===== src/rtl/sevenseg_pkg.sv =====
// Shared 7-segment definitions: glyph patterns (a..g = bits 6..0, 1 = lit),
// BCD codes for the special glyphs and small helpers used by encoder and decoder.
package sevenseg_pkg;

  localparam int unsigned SEG_W      = 7;
  localparam int unsigned BCD_W      = 4;
  localparam int unsigned MAX_DIGITS = 8;

  localparam logic [SEG_W-1:0] SEG_0   = 7'b1111110;
  localparam logic [SEG_W-1:0] SEG_1   = 7'b0110000;
  localparam logic [SEG_W-1:0] SEG_2   = 7'b1101101;
  localparam logic [SEG_W-1:0] SEG_3   = 7'b1111001;
  localparam logic [SEG_W-1:0] SEG_4   = 7'b0110011;
  localparam logic [SEG_W-1:0] SEG_5   = 7'b1011011;
  localparam logic [SEG_W-1:0] SEG_6   = 7'b1011111;
  localparam logic [SEG_W-1:0] SEG_7   = 7'b1110000;
  localparam logic [SEG_W-1:0] SEG_8   = 7'b1111111;
  localparam logic [SEG_W-1:0] SEG_9   = 7'b1111011;
  localparam logic [SEG_W-1:0] SEG_OVF = 7'b1110111;

  localparam logic [BCD_W-1:0] BCD_OVF = 4'hA;
  localparam logic [BCD_W-1:0] BCD_INV = 4'hF;

  // Decoded view of one segment pattern.
  typedef struct packed {
    logic [BCD_W-1:0] bcd;
    logic             ovf;
    logic             inv;
  } seg_dec_t;

  // True when exactly one bit of v is set.
  function automatic logic is_onehot(input logic [MAX_DIGITS-1:0] v);
    return (v != '0) && ((v & (v - MAX_DIGITS'(1))) == '0);
  endfunction

endpackage


===== src/rtl/sevenseg_pattern_decode.sv =====
// Combinational segment-pattern to BCD decoder; unknown patterns (blank included)
// map to BCD_INV with inv set, the over-range glyph to BCD_OVF with ovf set.
module sevenseg_pattern_decode
  import sevenseg_pkg::*;
(
  input  logic [SEG_W-1:0] seg,
  output seg_dec_t         dec_c
);

  always_comb begin
    dec_c = '{bcd: BCD_INV, ovf: 1'b0, inv: 1'b1};
    case (seg)
      SEG_0:   dec_c = '{bcd: 4'd0, ovf: 1'b0, inv: 1'b0};
      SEG_1:   dec_c = '{bcd: 4'd1, ovf: 1'b0, inv: 1'b0};
      SEG_2:   dec_c = '{bcd: 4'd2, ovf: 1'b0, inv: 1'b0};
      SEG_3:   dec_c = '{bcd: 4'd3, ovf: 1'b0, inv: 1'b0};
      SEG_4:   dec_c = '{bcd: 4'd4, ovf: 1'b0, inv: 1'b0};
      SEG_5:   dec_c = '{bcd: 4'd5, ovf: 1'b0, inv: 1'b0};
      SEG_6:   dec_c = '{bcd: 4'd6, ovf: 1'b0, inv: 1'b0};
      SEG_7:   dec_c = '{bcd: 4'd7, ovf: 1'b0, inv: 1'b0};
      SEG_8:   dec_c = '{bcd: 4'd8, ovf: 1'b0, inv: 1'b0};
      SEG_9:   dec_c = '{bcd: 4'd9, ovf: 1'b0, inv: 1'b0};
      SEG_OVF: dec_c = '{bcd: BCD_OVF, ovf: 1'b1, inv: 1'b0};
      default: ;
    endcase
  end

endmodule


===== src/rtl/sevenseg_scan_decoder.sv =====
// Snoops a multiplexed common-cathode 7-segment bus, captures each digit once it has
// been stable long enough, and presents one BCD word per full scan on valid/ready.
module sevenseg_scan_decoder
  import sevenseg_pkg::*;
#(
  parameter int unsigned NUM_DIGITS    = 4,
  parameter int unsigned STABLE_CYCLES = 4
) (
  input  logic                        clk,
  input  logic                        rst,
  input  logic [SEG_W-1:0]            seg_in,
  input  logic [NUM_DIGITS-1:0]       dig_sel,
  output logic                        frame_valid,
  input  logic                        frame_ready,
  output logic [BCD_W*NUM_DIGITS-1:0] frame_bcd,
  output logic [NUM_DIGITS-1:0]       frame_ovf,
  output logic [NUM_DIGITS-1:0]       frame_inv,
  output logic                        frame_drop
);

  localparam int unsigned      BUS_W   = BCD_W * NUM_DIGITS;
  localparam int unsigned      RUN_W   = $clog2(STABLE_CYCLES + 1);
  localparam logic [RUN_W-1:0] RUN_MAX = RUN_W'(STABLE_CYCLES);
  localparam logic [RUN_W-1:0] RUN_CAP = RUN_W'(STABLE_CYCLES - 1);

  logic [SEG_W-1:0]      seg_m, s_seg, p_seg;
  logic [NUM_DIGITS-1:0] dig_m, s_dig, p_dig;
  logic [RUN_W-1:0]      run;
  logic                  done;

  logic [BUS_W-1:0]      dig_bcd;
  logic [NUM_DIGITS-1:0] dig_ovf, dig_inv, mask;

  logic                  comp_pend;
  logic [BUS_W-1:0]      comp_bcd;
  logic [NUM_DIGITS-1:0] comp_ovf, comp_inv;

  seg_dec_t              dec_c;
  logic                  same_c, capture_c, complete_c;
  logic [NUM_DIGITS-1:0] mask_next_c, ovf_next_c, inv_next_c;
  logic [BUS_W-1:0]      bcd_next_c;

  sevenseg_pattern_decode u_decode (
    .seg   (s_seg),
    .dec_c (dec_c)
  );

  // Capture decision and the digit set as it would look after this edge's capture.
  always_comb begin
    same_c      = (s_seg == p_seg) && (s_dig == p_dig);
    capture_c   = same_c && (run == RUN_CAP) && !done && is_onehot(MAX_DIGITS'(s_dig));
    mask_next_c = mask | s_dig;
    complete_c  = capture_c && (mask_next_c == '1);
    bcd_next_c  = dig_bcd;
    ovf_next_c  = dig_ovf;
    inv_next_c  = dig_inv;
    for (int i = 0; i < int'(NUM_DIGITS); i++) begin
      if (s_dig[i]) begin
        bcd_next_c[BCD_W*i +: BCD_W] = dec_c.bcd;
        ovf_next_c[i]                = dec_c.ovf;
        inv_next_c[i]                = dec_c.inv;
      end
    end
  end

  // Two-flop synchronisers plus the dwell-length tracker.
  always_ff @(posedge clk) begin
    if (rst) begin
      seg_m <= '0;
      s_seg <= '0;
      p_seg <= '0;
      dig_m <= '0;
      s_dig <= '0;
      p_dig <= '0;
      run   <= '0;
      done  <= 1'b0;
    end else begin
      seg_m <= seg_in;
      s_seg <= seg_m;
      p_seg <= s_seg;
      dig_m <= dig_sel;
      s_dig <= dig_m;
      p_dig <= s_dig;
      if (!same_c) begin
        run  <= RUN_W'(1);
        done <= 1'b0;
      end else begin
        if (run != RUN_MAX) run <= run + RUN_W'(1);
        if (capture_c) done <= 1'b1;
      end
    end
  end

  // Per-digit registers, coverage mask and the completed-frame staging register.
  always_ff @(posedge clk) begin
    if (rst) begin
      dig_bcd   <= '0;
      dig_ovf   <= '0;
      dig_inv   <= '0;
      mask      <= '0;
      comp_pend <= 1'b0;
      comp_bcd  <= '0;
      comp_ovf  <= '0;
      comp_inv  <= '0;
    end else begin
      comp_pend <= complete_c;
      if (capture_c) begin
        dig_bcd <= bcd_next_c;
        dig_ovf <= ovf_next_c;
        dig_inv <= inv_next_c;
        mask    <= complete_c ? '0 : mask_next_c;
      end
      if (complete_c) begin
        comp_bcd <= bcd_next_c;
        comp_ovf <= ovf_next_c;
        comp_inv <= inv_next_c;
      end
    end
  end

  // Output frame register with valid/ready; a frame arriving while one is held is dropped.
  always_ff @(posedge clk) begin
    if (rst) begin
      frame_valid <= 1'b0;
      frame_bcd   <= '0;
      frame_ovf   <= '0;
      frame_inv   <= '0;
      frame_drop  <= 1'b0;
    end else begin
      frame_drop <= 1'b0;
      if (comp_pend) begin
        if (!frame_valid || frame_ready) begin
          frame_valid <= 1'b1;
          frame_bcd   <= comp_bcd;
          frame_ovf   <= comp_ovf;
          frame_inv   <= comp_inv;
        end else begin
          frame_drop <= 1'b1;
        end
      end else if (frame_valid && frame_ready) begin
        frame_valid <= 1'b0;
      end
    end
  end

endmodule


===== config.mk =====
export PLATFORM = sky130hd
export DESIGN_NAME = sevenseg_scan_decoder
export DESIGN_NICKNAME = d
export VERILOG_FILES = /design/src/rtl/sevenseg_pkg.sv /design/src/rtl/sevenseg_pattern_decode.sv /design/src/rtl/sevenseg_scan_decoder.sv
export SDC_FILE = /design/constraint.sdc
export NUM_CORES = 1
export LEC_CHECK = 0
export ABC_AREA = 0
export BUFFER_PORTS_ARGS = -buffer_cell sky130_fd_sc_hd__clkbuf_2
export CORE_MARGIN = 2
export CORE_UTILIZATION = 27
export DETAILED_ROUTE_END_ITERATION = 16
export PLACE_DENSITY = 0.49
export SLEW_MARGIN = 20
export SYNTH_ARGS = -nofsm -noshare
export SYNTH_HDL_FRONTEND = slang
export SYNTH_SLANG_ARGS = --single-unit

===== constraint.sdc =====
create_clock -name clk -period 2.7 [get_ports clk]
set_input_delay 0.135 -clock clk [delete_from_list [all_inputs] [get_ports clk]]
set_output_delay 0.135 -clock clk [all_outputs]
set_load 0.02 [all_outputs]

# == Word level (Yosys, flattened, before mapping) ==
# Cells that the tools add are included.
# op_classes
n_eq_ne,18
n_addsub,2
n_reduce_logical,17
n_bitwise,4
mux,20
# ops
cell,count
$pmux 6 s11,1
$eq 7x7->1 const B,9
$mux 4,5
$eq 7x6->1 const B,2
$mux 1,14
$and 4x8->8,1
$logic_not 8->1,1
$eq 7x7->1,1
$logic_and 1x1->1,7
$sub 4x1->5 const B,1
$eq 4x4->1,1
$eq 4x4->1 const B,1
$ne 2x1->1 const B,2
$or 4x4->4,1
$reduce_and 2->1,2
$reduce_bool 4->1,1
$reduce_or 2->1,2
$add 3x1->3 const B,1
$eq 3x2->1 const B,1
$ne 3x3->1 const B,1
$logic_not 1->1,2
$not 1->1,2
$reduce_bool 2->1,1
$logic_or 1x1->1,1
# word_totals
word_cells,83
in_bits,14
ff_bits,116
output_inout_bits,26

# == Logic depth before layout (Yosys ltp) ==
# Gate-level depths: netlist (run 1).
# depth
depth_word,7
depth_mapped,8

# == By module ==
# Synthesis (run 1) repeated with hierarchy kept, for this count alone.
# unflattened
hier_cells,503
hier_area_um2,4772.1
# by_module_without_submodules
mod,cells_each,instances,area_each_um2
sevenseg_scan_decoder,467,1,4491.8
sevenseg_pattern_decode,36,1,280.3

# == Worst setup path after synthesis (run 1) ==
# OpenSTA, ideal clock, no wires.
# synth_path
kind,flip-flop to flip-flop
start,register s_seg[1]
end,register comp_bcd[12]
synth_period_minus_slack_ns,1.971
path_slack_ns,0.729
setup_ns,0.126
path_buffers,3
stages_incl_launch_ff,9
required_ns,2.574
t_arrival_ns,1.845
path_cell_list,dfxtp_1 buf_6 or4b_1 o32a_1 or2_1 buf_2 buf_6 a21oi_1 o32ai_1
# synth_via
elab_chain_len,6
elab_cells_between_ends,19
cone_classes,12 x eq/ne; 2 x mux; 5 x reduce/logical
# synth_lines
element,line_no,text
start: declaration,sevenseg_scan_decoder.sv:26,"logic [SEG_W-1:0] seg_m, s_seg, p_seg;"
start signal: assignment,sevenseg_scan_decoder.sv:79,s_seg <= seg_m;
"parallel branches: the longest is 6 deep, another holds $pmux 6 s11",-,
end signal: assignment,sevenseg_scan_decoder.sv:114,comp_bcd <= bcd_next_c;
end: declaration,sevenseg_scan_decoder.sv:35,logic [BUS_W-1:0] comp_bcd;
# Parallel ways; which one is timed is not known.
# A chain may end at the register's enable or synchronous reset.

# == Final worst setup path (run 1) ==
# layout_path
start,register s_dig[2]
end,register comp_bcd[11]
# layout_via
elab_chain_len,6
elab_cells_between_ends,14
cone_classes,1 x add/sub; 2 x eq/ne; 1 x mux; 2 x bitwise; 8 x reduce/logical
# layout_lines
element,line_no,text
start: declaration,sevenseg_scan_decoder.sv:27,"logic [NUM_DIGITS-1:0] dig_m, s_dig, p_dig;"
start signal: assignment,sevenseg_scan_decoder.sv:82,s_dig <= dig_m;
$sub 4x1->5 or $eq 4x4->1 (tied branches),"sevenseg_pkg.sv:33, sevenseg_scan_decoder.sv:50",
$and 4x8->8 or $logic_and 1x1->1 (tied branches),"sevenseg_pkg.sv:33, sevenseg_scan_decoder.sv:50",
$logic_not 8->1 or $logic_and 1x1->1 (tied branches),"sevenseg_pkg.sv:33, sevenseg_scan_decoder.sv:51",
$logic_and 1x1->1 (on tied branches),"sevenseg_pkg.sv:33, sevenseg_scan_decoder.sv:51",
$logic_and 1x1->1,sevenseg_scan_decoder.sv:51,capture_c = same_c && (run == RUN_CAP) && !done && is_onehot(MAX_DIGITS'(s_dig));
$logic_and 1x1->1,sevenseg_scan_decoder.sv:53,complete_c = capture_c && (mask_next_c == '1);
# Several ways; a longest one is shown, not always the timed one.

==> run_summary.xml, run 1 <==
<?xml version="1.0" encoding="UTF-8"?>
<metrics>
  <group name="clock_tree">
    <metric name="clkSinkCount" unit="">116</metric>
    <metric name="clkLatencyLatePin" unit="ps">420</metric>
    <metric name="cts.clk_slew.worst_paths" unit="ps">60</metric>
    <metric name="numCtsBuffers" unit="">17</metric>
    <metric name="cts.root.buffer_cell" unit="">clkbuf_16</metric>
    <metric name="cts_max_path_buffers" unit="">2</metric>
    <metric name="h-tree-depth" unit="">4</metric>
    <metric name="cts_tree" unit="">built</metric>
  </group>
  <group name="final_layout">
    <metric name="multi_input_area" unit="um2">2040</metric>
    <metric name="layout.cells.most_common" unit="">dfxtp_1</metric>
    <metric name="number_of_nets_at_the_end_of_the_flow" unit="">577</metric>
    <metric name="area_growth" unit="%">23.0</metric>
    <metric name="layout.cells.most_common_list" unit="">116 x dfxtp_1, 61 x nand2_1, 56 x a21oi_1</metric>
    <metric name="stdcell_area" unit="um2">5720</metric>
    <metric name="share_of_layout_cells_above_drive_strength_1" unit="">0.171</metric>
    <metric name="n_antenna_cell" unit="">0</metric>
    <metric name="stdcell_count" unit="">793</metric>
    <metric name="fillerInstances" unit="">1773</metric>
    <metric name="layout.area.seq" unit="um2">2320</metric>
  </group>
  <group name="sta">
    <metric name="layout_min_cycle_time" unit="ps">2460</metric>
    <metric name="timing.max_slew.rel_slack" unit="">0.428</metric>
    <metric name="setup_viol" unit="">0</metric>
    <metric name="maximum_operating_frequency" unit="GHz">0.407</metric>
    <metric name="hold_viol" unit="">0</metric>
    <metric name="slew_limit_fails" unit="">0</metric>
    <metric name="setup_total_negative_slack" unit="ps">0</metric>
    <metric name="hold_slack" unit="ps">59.3</metric>
    <metric name="timing_worst_slew_pin_value" unit="ps">851</metric>
    <metric name="worst_slack" unit="ps">242</metric>
    <metric name="rsz_0062_raised_after_global_routing" unit="">false</metric>
    <metric name="clock-skew-final" unit="ps">8.82</metric>
    <metric name="finalCritPeriodShare" unit="">0.910</metric>
  </group>
  <group name="pwr">
    <metric name="p_int" unit="W">0.00310</metric>
    <metric name="switching_component_of_the_power" unit="W">0.000895</metric>
    <metric name="seq_power_share" unit="">0.439</metric>
    <metric name="clock_power_share" unit="">0.518</metric>
    <metric name="leakage" unit="nW">2.07</metric>
    <metric name="power.combinational.fraction" unit="">0.043</metric>
    <metric name="power.density_cell_area" unit="nW/um2">699</metric>
    <metric name="power_switching_share" unit="">0.224</metric>
    <metric name="vdd.ir_drop.worst" unit="V">0.000447</metric>
  </group>
  <group name="synthesis">
    <metric name="synth.largest_area_cell" unit="">dfxtp_1</metric>
    <metric name="netlist_area" unit="um2">4650</metric>
    <metric name="post_synth_cell_types" unit="">50</metric>
    <metric name="synthesis.instances" unit="">513</metric>
    <metric name="synth_enable_flop_cells" unit="">0</metric>
    <metric name="yosysSeqAreaShare" unit="">0.500</metric>
    <metric name="average_size_of_a_mapped_cell" unit="um2">9.06</metric>
    <metric name="synth_area_leaders" unit="">dfxtp_1 50%, a21oi_1 6.0%, nand2_1 4.9%, nor2b_1 4.2%, a211oi_1 2.6%</metric>
    <metric name="yosys_warnings" unit="">0</metric>
    <metric name="synth-seq-cells" unit="">116</metric>
    <metric name="synth_ff_type" unit="">dfxtp_1</metric>
    <metric name="synth_top_area_share" unit="">0.500</metric>
    <metric name="postSynthNetCount" unit="">530</metric>
    <metric name="async_reset_ff_frac" unit="">0</metric>
  </group>
  <group name="routing">
    <metric name="routed-via-count" unit="">3699</metric>
    <metric name="remaining_drc_errors" unit="">0</metric>
    <metric name="antenna_violating_nets_post_route" unit="">0</metric>
    <metric name="totalWireLength" unit="um">11600</metric>
    <metric name="routed_wire_length_per_instance" unit="um">14.6</metric>
    <metric name="firstDrtPassIters" unit="">4</metric>
    <metric name="violation_count_after_the_first_detailed_routing_iteration" unit="">248</metric>
    <metric name="post_drt_via_cell_ratio" unit="">4.66</metric>
  </group>
  <group name="floorplanning">
    <metric name="die_h" unit="um">135</metric>
    <metric name="overall_die_area" unit="um2">18300</metric>
    <metric name="floorplan.initialDensity" unit="">0.278</metric>
    <metric name="design.portCount" unit="">40</metric>
    <metric name="row_count" unit="">47</metric>
    <metric name="dieWidth" unit="um">135</metric>
    <metric name="core_area" unit="um2">16700</metric>
  </group>
  <group name="setup_path">
    <metric name="worstSetupStartpointType" unit="">register</metric>
    <metric name="critical_path_class" unit="">reg2reg</metric>
    <metric name="maximum_fanout_along_the_worst_path" unit="">25</metric>
    <metric name="timing.critical_path.arrival" unit="ps">2770</metric>
    <metric name="worstPathRequired" unit="ps">3020</metric>
    <metric name="end_kind" unit="">register</metric>
  </group>
  <group name="global_routing">
    <metric name="grt_start_max_net_pins" unit="">55</metric>
    <metric name="globalRouteOverflowTotal" unit="">0</metric>
    <metric name="grt_usage" unit="">0.137</metric>
    <metric name="first_pass_grt_wire_length" unit="um">19000</metric>
    <metric name="number_of_antenna_violations_at_the_first_check_in_global_routing" unit="">0</metric>
    <metric name="first_global_vias" unit="">3626</metric>
  </group>
  <group name="placed_design">
    <metric name="placed_cells_incl_taps" unit="">750</metric>
    <metric name="placedInstanceArea" unit="um2">5050</metric>
    <metric name="hpwlAfterDp" unit="um">7830</metric>
    <metric name="gpl.final_weighted_congestion" unit="">0.833</metric>
    <metric name="io_buffers" unit="">39</metric>
    <metric name="detailedPlace.worstSlack" unit="ps">149</metric>
  </group>
  <group name="flow_run">
    <metric name="maxCapViolations" unit="">0</metric>
  </group>
  <group name="hold_path">
    <metric name="min_path_type" unit="">in2reg</metric>
  </group>
  <group name="outcome">
    <metric name="status" unit="">finished clean</metric>
  </group>
</metrics>
[worst max-delay path, stage by stage, from the launching register on]
cell and delay [ps]:
dfxtp_1 580, xor2_1 140, nor4_2 430, and3_1 340, nand4b_4 410, o32ai_1 430
[per-layer routing]
metal	vias up	part of all wire	track usage
met5	-	0	0
met4	0	0.011	0.0515
met3	13	0.047	0.0475
met2	76	0.47	0.216
met1	1737	0.48	0.173
li1	1873	-	-
[what timing repair did]
item / 4_1_cts / 5_1_grt
hold buffers: 11 / 0
hold endpoints to repair: 11 / 0
gates resized for setup: 0 / 1
buffers inserted: 0 / 0
setup endpoints to repair: 0 / 12
[flip-flops by register name, indices dropped and copies added (netlist names), 3 cells and up]
| name | count |
|---|---|
| frame_inv | 4 |
| dig_ovf | 4 |
| comp_bcd | 16 |
| frame_ovf | 4 |
| s_dig | 4 |
| comp_ovf | 4 |
| run | 3 |
| p_seg | 7 |
| frame_bcd | 16 |
| s_seg | 7 |
| seg_m | 7 |
| dig_bcd | 16 |
| p_dig | 4 |
| comp_inv | 4 |
| dig_inv | 4 |
| dig_m | 4 |
| mask | 4 |
[path summary, 6_finish.rpt]
check	start	endpoint	slack, ps	depth (start not counted)
worst max register to register	s_dig[2]	comp_bcd[11]	240	5
worst min register to register	seg_m[1]	s_seg[1]	430	1
worst max-delay path	s_dig[2]	comp_bcd[11]	240	5
worst min-delay path	frame_ready	frame_drop	60	3
[through the flow]
| step | util | power (W) |
|---|---|---|
| finish | 0.342 | 0.00400 |
| global placement | 0.303 | 0.00195 |
| CTS | 0.342 | 0.00406 |
| global route | 0.342 | 0.00418 |
| detailed placement | 0.303 | 0.00195 |
| floorplan | - | 0.00190 |
[power by group through the flow]
stage / Clock, W / Sequential (W) / Combinational, W
2_1_floorplan: 0 / 0.00178 / 0.000126
3_3_place_gp: 0 / 0.00179 / 0.000158
3_5_place_dp: 0 / 0.00179 / 0.000159
4_1_cts: 0.00213 / 0.00176 / 0.000172
5_1_grt: 0.00223 / 0.00176 / 0.000192
6_report: 0.00207 / 0.00176 / 0.000173
[kinds of logic (layout without fill, tap and decap cells)]
family                     after synthesis  after routing  synth area share
adders and majority gates                3              3           0.00808
buffers and inverters                   65            125            0.0643
xor gates and xnor gates                14             14            0.0264
and+or+nand+nor                        177            177             0.198
AOI/OAI and AO/OA                      131            131             0.189
muxes                                    7              7            0.0151
DFF                                    116            116             0.500
[cell usage after synthesis (2+ instances only)]
cell and number:
mux2i_1 7, nor2b_1 31, buf_6 4, o21ai_0 10
nor3_1 13, o32ai_1 12, ha_1 3, nor2_1 29
a21boi_2 2, nor4_2 2, and3_1 4, dfxtp_1 116
o21a_1 3, nor4b_1 2, buf_1 2, a21o_1 2
inv_1 24, buf_2 17, a21oi_1 56, nor3b_1 2
nand3_1 10, o2111ai_1 2, nand4_1 6, o22ai_1 3
a211oi_1 16, a31oi_1 8, clkbuf_1 17, xor2_1 12
xnor2_1 2, nand2b_1 5, nand2_1 61, o2bb2ai_1 12
[layout make-up]
class,count,share of cell area
sequential,116,0.406
multi-input combinational,332,0.356
clock buffer,22,0.0812
timing repair buffer,69,0.0783
tap,220,0.0481
inverter,24,0.0158
clock inverter,10,0.0144
Note: power is estimated with default switching activity, not from simulation.
==> run 2: changes to the inputs <==
PLACE_DENSITY = 0.44   (was 0.49)
==> run 2 against run 1 <==
Net effect:
- register-to-register slack about the same
- setup slack improved by 8.2 ps
- non-clock buffer count increased by 3
- flip-flop and latch count unchanged
- clock power increased by 16%
- sequential power about the same
- design area increased by 2.1%
- routed wire length decreased by 2.3%
- first-iteration DRC count decreased by 21%
- clock-buffer cell count decreased by 2
- power increased by 8.5%
- critical path type unchanged
- highest routed layer unchanged
==> run_summary.xml, run 2 (synthesized netlist as in run 1, its figures left out) <==
<?xml version="1.0" encoding="UTF-8"?>
<metrics>
  <group name="outcome">
    <metric name="status" unit="">finished clean</metric>
  </group>
  <group name="sta">
    <metric name="timing.max_slew.rel_slack" unit="">0.415</metric>
    <metric name="setup_viol" unit="">0</metric>
    <metric name="hold_viol" unit="">0</metric>
    <metric name="slew_limit_fails" unit="">0</metric>
    <metric name="finalCritPeriodShare" unit="">0.907</metric>
    <metric name="setup_total_negative_slack" unit="ps">0</metric>
    <metric name="layout_min_cycle_time" unit="ps">2450</metric>
    <metric name="rsz_0062_raised_after_global_routing" unit="">false</metric>
    <metric name="clock-skew-final" unit="ps">10.9</metric>
    <metric name="maximum_operating_frequency" unit="GHz">0.408</metric>
    <metric name="timing_worst_slew_pin_value" unit="ps">877</metric>
  </group>
  <group name="placed_design">
    <metric name="io_buffers" unit="">39</metric>
    <metric name="hpwlAfterDp" unit="um">7780</metric>
    <metric name="gpl.final_weighted_congestion" unit="">0.794</metric>
    <metric name="placedInstanceArea" unit="um2">5050</metric>
  </group>
  <group name="pwr">
    <metric name="vdd.ir_drop.worst" unit="V">0.000430</metric>
    <metric name="leakage" unit="nW">2.13</metric>
    <metric name="p_total" unit="W">0.00434</metric>
    <metric name="power.density_cell_area" unit="nW/um2">743</metric>
  </group>
  <group name="global_routing">
    <metric name="number_of_antenna_violations_at_the_first_check_in_global_routing" unit="">0</metric>
    <metric name="grt_start_max_net_pins" unit="">42</metric>
    <metric name="first_pass_grt_wire_length" unit="um">19000</metric>
    <metric name="grt_usage" unit="">0.135</metric>
    <metric name="globalRouteOverflowTotal" unit="">0</metric>
    <metric name="first_global_vias" unit="">3542</metric>
  </group>
  <group name="floorplanning">
    <metric name="die_h" unit="um">135</metric>
    <metric name="core_area" unit="um2">16700</metric>
    <metric name="design.portCount" unit="">40</metric>
    <metric name="dieWidth" unit="um">135</metric>
    <metric name="row_count" unit="">47</metric>
    <metric name="floorplan.initialDensity" unit="">0.278</metric>
    <metric name="overall_die_area" unit="um2">18300</metric>
  </group>
  <group name="setup_path">
    <metric name="reg2reg_slack" unit="ps">250</metric>
    <metric name="worst_path_largest_cell_delay" unit="ps">500</metric>
    <metric name="crit_path_leading_delay_family" unit="">simple AND/OR/NAND/NOR gates</metric>
    <metric name="r2r_cells" unit="">7</metric>
    <metric name="maximum_fanout_along_the_worst_path" unit="">13</metric>
    <metric name="timing.critical_path.arrival" unit="ps">2730</metric>
    <metric name="crit-reg2reg-capture" unit="">comp_bcd[3]</metric>
    <metric name="crit_buf_inv" unit="">2</metric>
    <metric name="list_of_cells_traversed_by_the_critical_path" unit="">buf_4, xor2_1, nor3_1, and3_1, buf_4, a31o_2, o32ai_1</metric>
    <metric name="crit_path_top_delay_cell" unit="">nor3_1</metric>
    <metric name="critical_path_class" unit="">reg2reg</metric>
    <metric name="end_kind" unit="">register</metric>
    <metric name="worstSetupStartpointType" unit="">register</metric>
    <metric name="worst_path_most_repeated_cell" unit="">buf_4</metric>
    <metric name="worstPathRequired" unit="ps">2980</metric>
    <metric name="worst_r2r_start" unit="">s_seg[2]</metric>
  </group>
  <group name="final_layout">
    <metric name="number_of_nets_at_the_end_of_the_flow" unit="">580</metric>
    <metric name="stdcell_area" unit="um2">5840</metric>
    <metric name="n_antenna_cell" unit="">0</metric>
    <metric name="layout.cells.most_common" unit="">dfxtp_1</metric>
    <metric name="share_of_layout_cells_above_drive_strength_1" unit="">0.181</metric>
    <metric name="area_growth" unit="%">25.6</metric>
    <metric name="layout.cells.most_common_list" unit="">116 x dfxtp_1, 61 x nand2_1, 56 x a21oi_1</metric>
    <metric name="top_registers" unit="">comp_bcd x16, dig_bcd x16, frame_bcd x16</metric>
  </group>
  <group name="flow_run">
    <metric name="maxCapViolations" unit="">0</metric>
  </group>
  <group name="clock_tree">
    <metric name="cts.root.buffer_cell" unit="">clkbuf_16</metric>
    <metric name="cts_tree" unit="">built</metric>
    <metric name="numCtsBuffers" unit="">17</metric>
    <metric name="h-tree-depth" unit="">4</metric>
    <metric name="clkLatencyLatePin" unit="ps">420</metric>
    <metric name="clkSinkCount" unit="">116</metric>
    <metric name="cts_max_path_buffers" unit="">2</metric>
    <metric name="cts.clk_slew.worst_paths" unit="ps">60</metric>
  </group>
  <group name="routing">
    <metric name="firstDrtPassIters" unit="">5</metric>
    <metric name="antenna_violating_nets_post_route" unit="">0</metric>
    <metric name="routed_wire_length_per_instance" unit="um">14.2</metric>
    <metric name="post_drt_via_cell_ratio" unit="">4.69</metric>
    <metric name="routed-via-count" unit="">3731</metric>
    <metric name="violation_count_after_the_first_detailed_routing_iteration" unit="">196</metric>
    <metric name="remaining_drc_errors" unit="">0</metric>
    <metric name="totalWireLength" unit="um">11300</metric>
  </group>
  <group name="hold_path">
    <metric name="worst_hold_startpoint" unit="">frame_ready</metric>
    <metric name="min_path_cells" unit="">3</metric>
    <metric name="timing.hold.worst_endpoint" unit="">frame_drop</metric>
    <metric name="min_path_type" unit="">in2reg</metric>
  </group>
</metrics>
run 2: cell count changes in the layout (fill, tap and decap cells not counted), moves of 2 or more:
cell,change
buf_4,+3
bufinv_16,+3
clkinv_2,-3
clkinv_4,+2
clkbuf_1,-3
run 2: layout make-up:
| type | instances | area, um2 |
|---|---|---|
| fillers | 1742 | 10900 |
| flip-flops and latches | 116 | 2320 |
| multi-input cells | 332 | 2040 |
| repair buffers | 72 | 470 |
| clock buffers | 20 | 467 |
| well taps | 220 | 275 |
| clock inverters | 12 | 176 |
| inverters | 24 | 90.1 |
run 2: worst max path at each step:
stage	endpoint	cells past startpoint	slack, ps	startpoint
floorplan	comp_bcd[12]	8	730	s_seg[1]
global placement	comp_bcd[12]	6	210	s_seg[1]
detailed placement	comp_bcd[3]	6	210	s_seg[1]
CTS	comp_bcd[3]	6	190	s_seg[3]
global route	comp_bcd[3]	6	70	s_seg[2]
finish	comp_bcd[3]	7	250	s_seg[2]
run 2: layer usage:
layer,track usage,share of wire,vias to the layer above
met4,0.0567,0.016,0
met3,0.0441,0.053,16
met2,0.203,0.44,84
met1,0.177,0.49,1741
li1,-,-,1890
met5,0,0,-
run 2: power by group:
part	switching, W	internal [W]	total [W]
combinational	0.000104	0.0000687	0.000173
clock	0.000796	0.00162	0.00241
sequential	0.0000195	0.00173	0.00175
run 2: worst register-to-register path, cell delays in order (launching register included):
cell     delay, ps
dfxtp_1        340
buf_4          170
xor2_1         150
nor3_1         500
and3_1         380
buf_4          230
a31o_2         380
o32ai_1        160
run 2: what timing repair did:
action / 4_1_cts / 5_1_grt
hold endpoints to repair: 11 / 0
gates resized for setup: 0 / 1
hold buffers: 11 / 0
endpoints found under the setup margin: 0 / 2
setup buffers: 0 / 3
run 2: through the flow:
step | setup slack [ps] | util | std cells | hold WS, ps
2_1_floorplan | 729 | - | 513 | 263
3_3_place_gp | 213 | 0.303 | 750 | 342
3_5_place_dp | 211 | 0.303 | 750 | 349
4_1_cts | 189 | 0.348 | 793 | 23.8
5_1_grt | 67.0 | 0.349 | 796 | 58.5
6_report | 250 | 0.349 | 796 | 38.5
==> run 3: changes to the inputs <==
RECOVER_POWER = 100   (was unset)
==> run 3 against run 2 <==
Net effect:
- the flow now finishes with violations (max-capacitance violations, max-slew violations)
- sequential power about the same
- combinational power hardly changed
- design area decreased by 1.0%
- clock skew hardly changed
- via count shrank 0.96%
- maximum frequency is 0.13% lower
- power about the same
- global-route usage unchanged
- first-iteration DRC count did not move
- clock-buffer cell count unchanged
- critical path type unchanged
- critical endpoint is now run[2]
- largest cell class unchanged
- highest routed layer unchanged
==> run_summary.xml, run 3 (synthesized netlist as in run 1, its figures left out) <==
<?xml version="1.0" encoding="UTF-8"?>
<metrics>
  <group name="outcome">
    <metric name="status" unit="">complete, but fails checks</metric>
    <metric name="violations" unit="">max-capacitance violations, max-slew violations</metric>
  </group>
  <group name="pwr">
    <metric name="vdd.ir_drop.worst" unit="V">0.000429</metric>
    <metric name="leakage" unit="nW">2.02</metric>
    <metric name="power.density_cell_area" unit="nW/um2">750</metric>
  </group>
  <group name="floorplanning">
    <metric name="design.portCount" unit="">40</metric>
    <metric name="core_area" unit="um2">16700</metric>
    <metric name="dieWidth" unit="um">135</metric>
    <metric name="row_count" unit="">47</metric>
    <metric name="floorplan.initialDensity" unit="">0.278</metric>
    <metric name="overall_die_area" unit="um2">18300</metric>
    <metric name="die_h" unit="um">135</metric>
  </group>
  <group name="flow_run">
    <metric name="maxCapViolations" unit="">2</metric>
  </group>
  <group name="routing">
    <metric name="routed.top_layer" unit="">met4</metric>
    <metric name="dr_wl_met2" unit="um">5060</metric>
    <metric name="routed_wire_length_per_instance" unit="um">14.3</metric>
    <metric name="antenna_violating_nets_post_route" unit="">0</metric>
    <metric name="met3WireLength" unit="um">489</metric>
    <metric name="firstDrtPassIters" unit="">4</metric>
    <metric name="totalWireLength" unit="um">11400</metric>
    <metric name="post_drt_via_cell_ratio" unit="">4.64</metric>
    <metric name="remaining_drc_errors" unit="">0</metric>
    <metric name="met1Wirelength" unit="um">5660</metric>
    <metric name="violation_count_after_the_first_detailed_routing_iteration" unit="">196</metric>
    <metric name="routed-via-count" unit="">3695</metric>
  </group>
  <group name="setup_path">
    <metric name="critical_path_class" unit="">reg2reg</metric>
    <metric name="end_kind" unit="">register</metric>
    <metric name="timing.critical_path.arrival" unit="ps">2770</metric>
    <metric name="reg2reg_slack" unit="ps">250</metric>
    <metric name="worstSetupStartpointType" unit="">register</metric>
    <metric name="maximum_fanout_along_the_worst_path" unit="">11</metric>
    <metric name="worstPathRequired" unit="ps">3020</metric>
  </group>
  <group name="clock_tree">
    <metric name="cts_max_path_buffers" unit="">2</metric>
    <metric name="cts.clk_slew.worst_paths" unit="ps">60</metric>
    <metric name="numCtsBuffers" unit="">17</metric>
    <metric name="cts_tree" unit="">built</metric>
    <metric name="h-tree-depth" unit="">4</metric>
    <metric name="cts.root.buffer_cell" unit="">clkbuf_16</metric>
    <metric name="clkSinkCount" unit="">116</metric>
    <metric name="clkLatencyLatePin" unit="ps">420</metric>
  </group>
  <group name="placed_design">
    <metric name="detailedPlace.worstSlack" unit="ps">211</metric>
    <metric name="io_buffers" unit="">39</metric>
    <metric name="hpwlAfterDp" unit="um">7780</metric>
    <metric name="gpl.final_weighted_congestion" unit="">0.794</metric>
  </group>
  <group name="sta">
    <metric name="setup_total_negative_slack" unit="ps">0</metric>
    <metric name="worst_slack" unit="ps">247</metric>
    <metric name="slew_limit_fails" unit="">78</metric>
    <metric name="rsz_0062_raised_after_global_routing" unit="">false</metric>
    <metric name="timing.max_slew.rel_slack" unit="">-0.254</metric>
    <metric name="layout_min_cycle_time" unit="ps">2450</metric>
    <metric name="finalCritPeriodShare" unit="">0.909</metric>
    <metric name="setup_viol" unit="">0</metric>
    <metric name="clock-skew-final" unit="ps">10.4</metric>
    <metric name="timing_worst_slew_pin_value" unit="ps">1880</metric>
    <metric name="hold_viol" unit="">0</metric>
    <metric name="maximum_operating_frequency" unit="GHz">0.408</metric>
  </group>
  <group name="final_layout">
    <metric name="layout.cells.most_common_list" unit="">116 x dfxtp_1, 61 x nand2_1, 56 x a21oi_1</metric>
    <metric name="share_of_layout_cells_above_drive_strength_1" unit="">0.125</metric>
    <metric name="n_antenna_cell" unit="">0</metric>
    <metric name="number_of_nets_at_the_end_of_the_flow" unit="">580</metric>
    <metric name="layout.cells.most_common" unit="">dfxtp_1</metric>
    <metric name="area_growth" unit="%">24.3</metric>
    <metric name="top_registers" unit="">comp_bcd x16, dig_bcd x16, frame_bcd x16</metric>
  </group>
  <group name="global_routing">
    <metric name="grt_start_max_net_pins" unit="">42</metric>
    <metric name="number_of_antenna_violations_at_the_first_check_in_global_routing" unit="">0</metric>
    <metric name="first_pass_grt_wire_length" unit="um">19000</metric>
    <metric name="globalRouteOverflowTotal" unit="">0</metric>
    <metric name="grt_usage" unit="">0.135</metric>
    <metric name="first_global_vias" unit="">3542</metric>
  </group>
  <group name="hold_path">
    <metric name="min_path_type" unit="">in2reg</metric>
  </group>
</metrics>
[run 3: metal layers]
layer  up-vias  track usage
li1       1885            -
met1      1718        0.177
met2        76        0.203
met3        16       0.0441
met4         0       0.0567
met5         -            0
[run 3: through the flow]
step                utilization  total power [W]  instances  hold WS (ps)  cell area (um2)
finish                    0.346          0.00433        796          39.3             5780
global route              0.346          0.00450        796          58.5             5780
CTS                       0.348          0.00440        793          23.8             5810
detailed placement        0.303          0.00195        750           349             5050
global placement          0.303          0.00195        750           342             5050
floorplan                     -          0.00190        513           263             4650
[run 3: report_power, final]
part	internal [W]	total [W]	switching, W	leakage, nW
clock network	0.00162	0.00241	0.000794	0.312
logic	0.0000658	0.000170	0.000104	0.764
registers	0.00173	0.00175	0.0000194	0.940
total	0.00342	0.00433	0.000918	2.02
[run 3: worst paths after layout]
kind,startpoint,to,depth (start not counted)
min reg2reg,seg_m[1],s_seg[1],1
min,frame_ready,frame_drop,3
max,s_seg[2],run[2],7
max reg2reg,s_seg[2],run[2],7
[run 3: layout make-up]
class,count,area [um2]
Fill cell,1751,10900
Sequential cell,116,2320
Multi-Input combinational cell,332,2030
Clock buffer,20,467
Timing Repair Buffer,72,414
Tap cell,220,275
Clock inverter,12,176
Inverter,24,90.1
[run 3: repair_timing]
item                                   in CTS  in global routing
gates resized for setup                     0                  1
hold buffers                               11                  0
endpoints found under the hold margin      11                  0
setup endpoints to repair                   0                  2
setup buffers                               0                  3
[run 3: worst max-delay path, stage by stage (launching register included)]
cell      delay (ps)
dfxtp_1          340
buf_4            170
xor2_1           150
nor3_1           490
and3_1           380
clkbuf_1         460
inv_1            150
a211oi_1         220
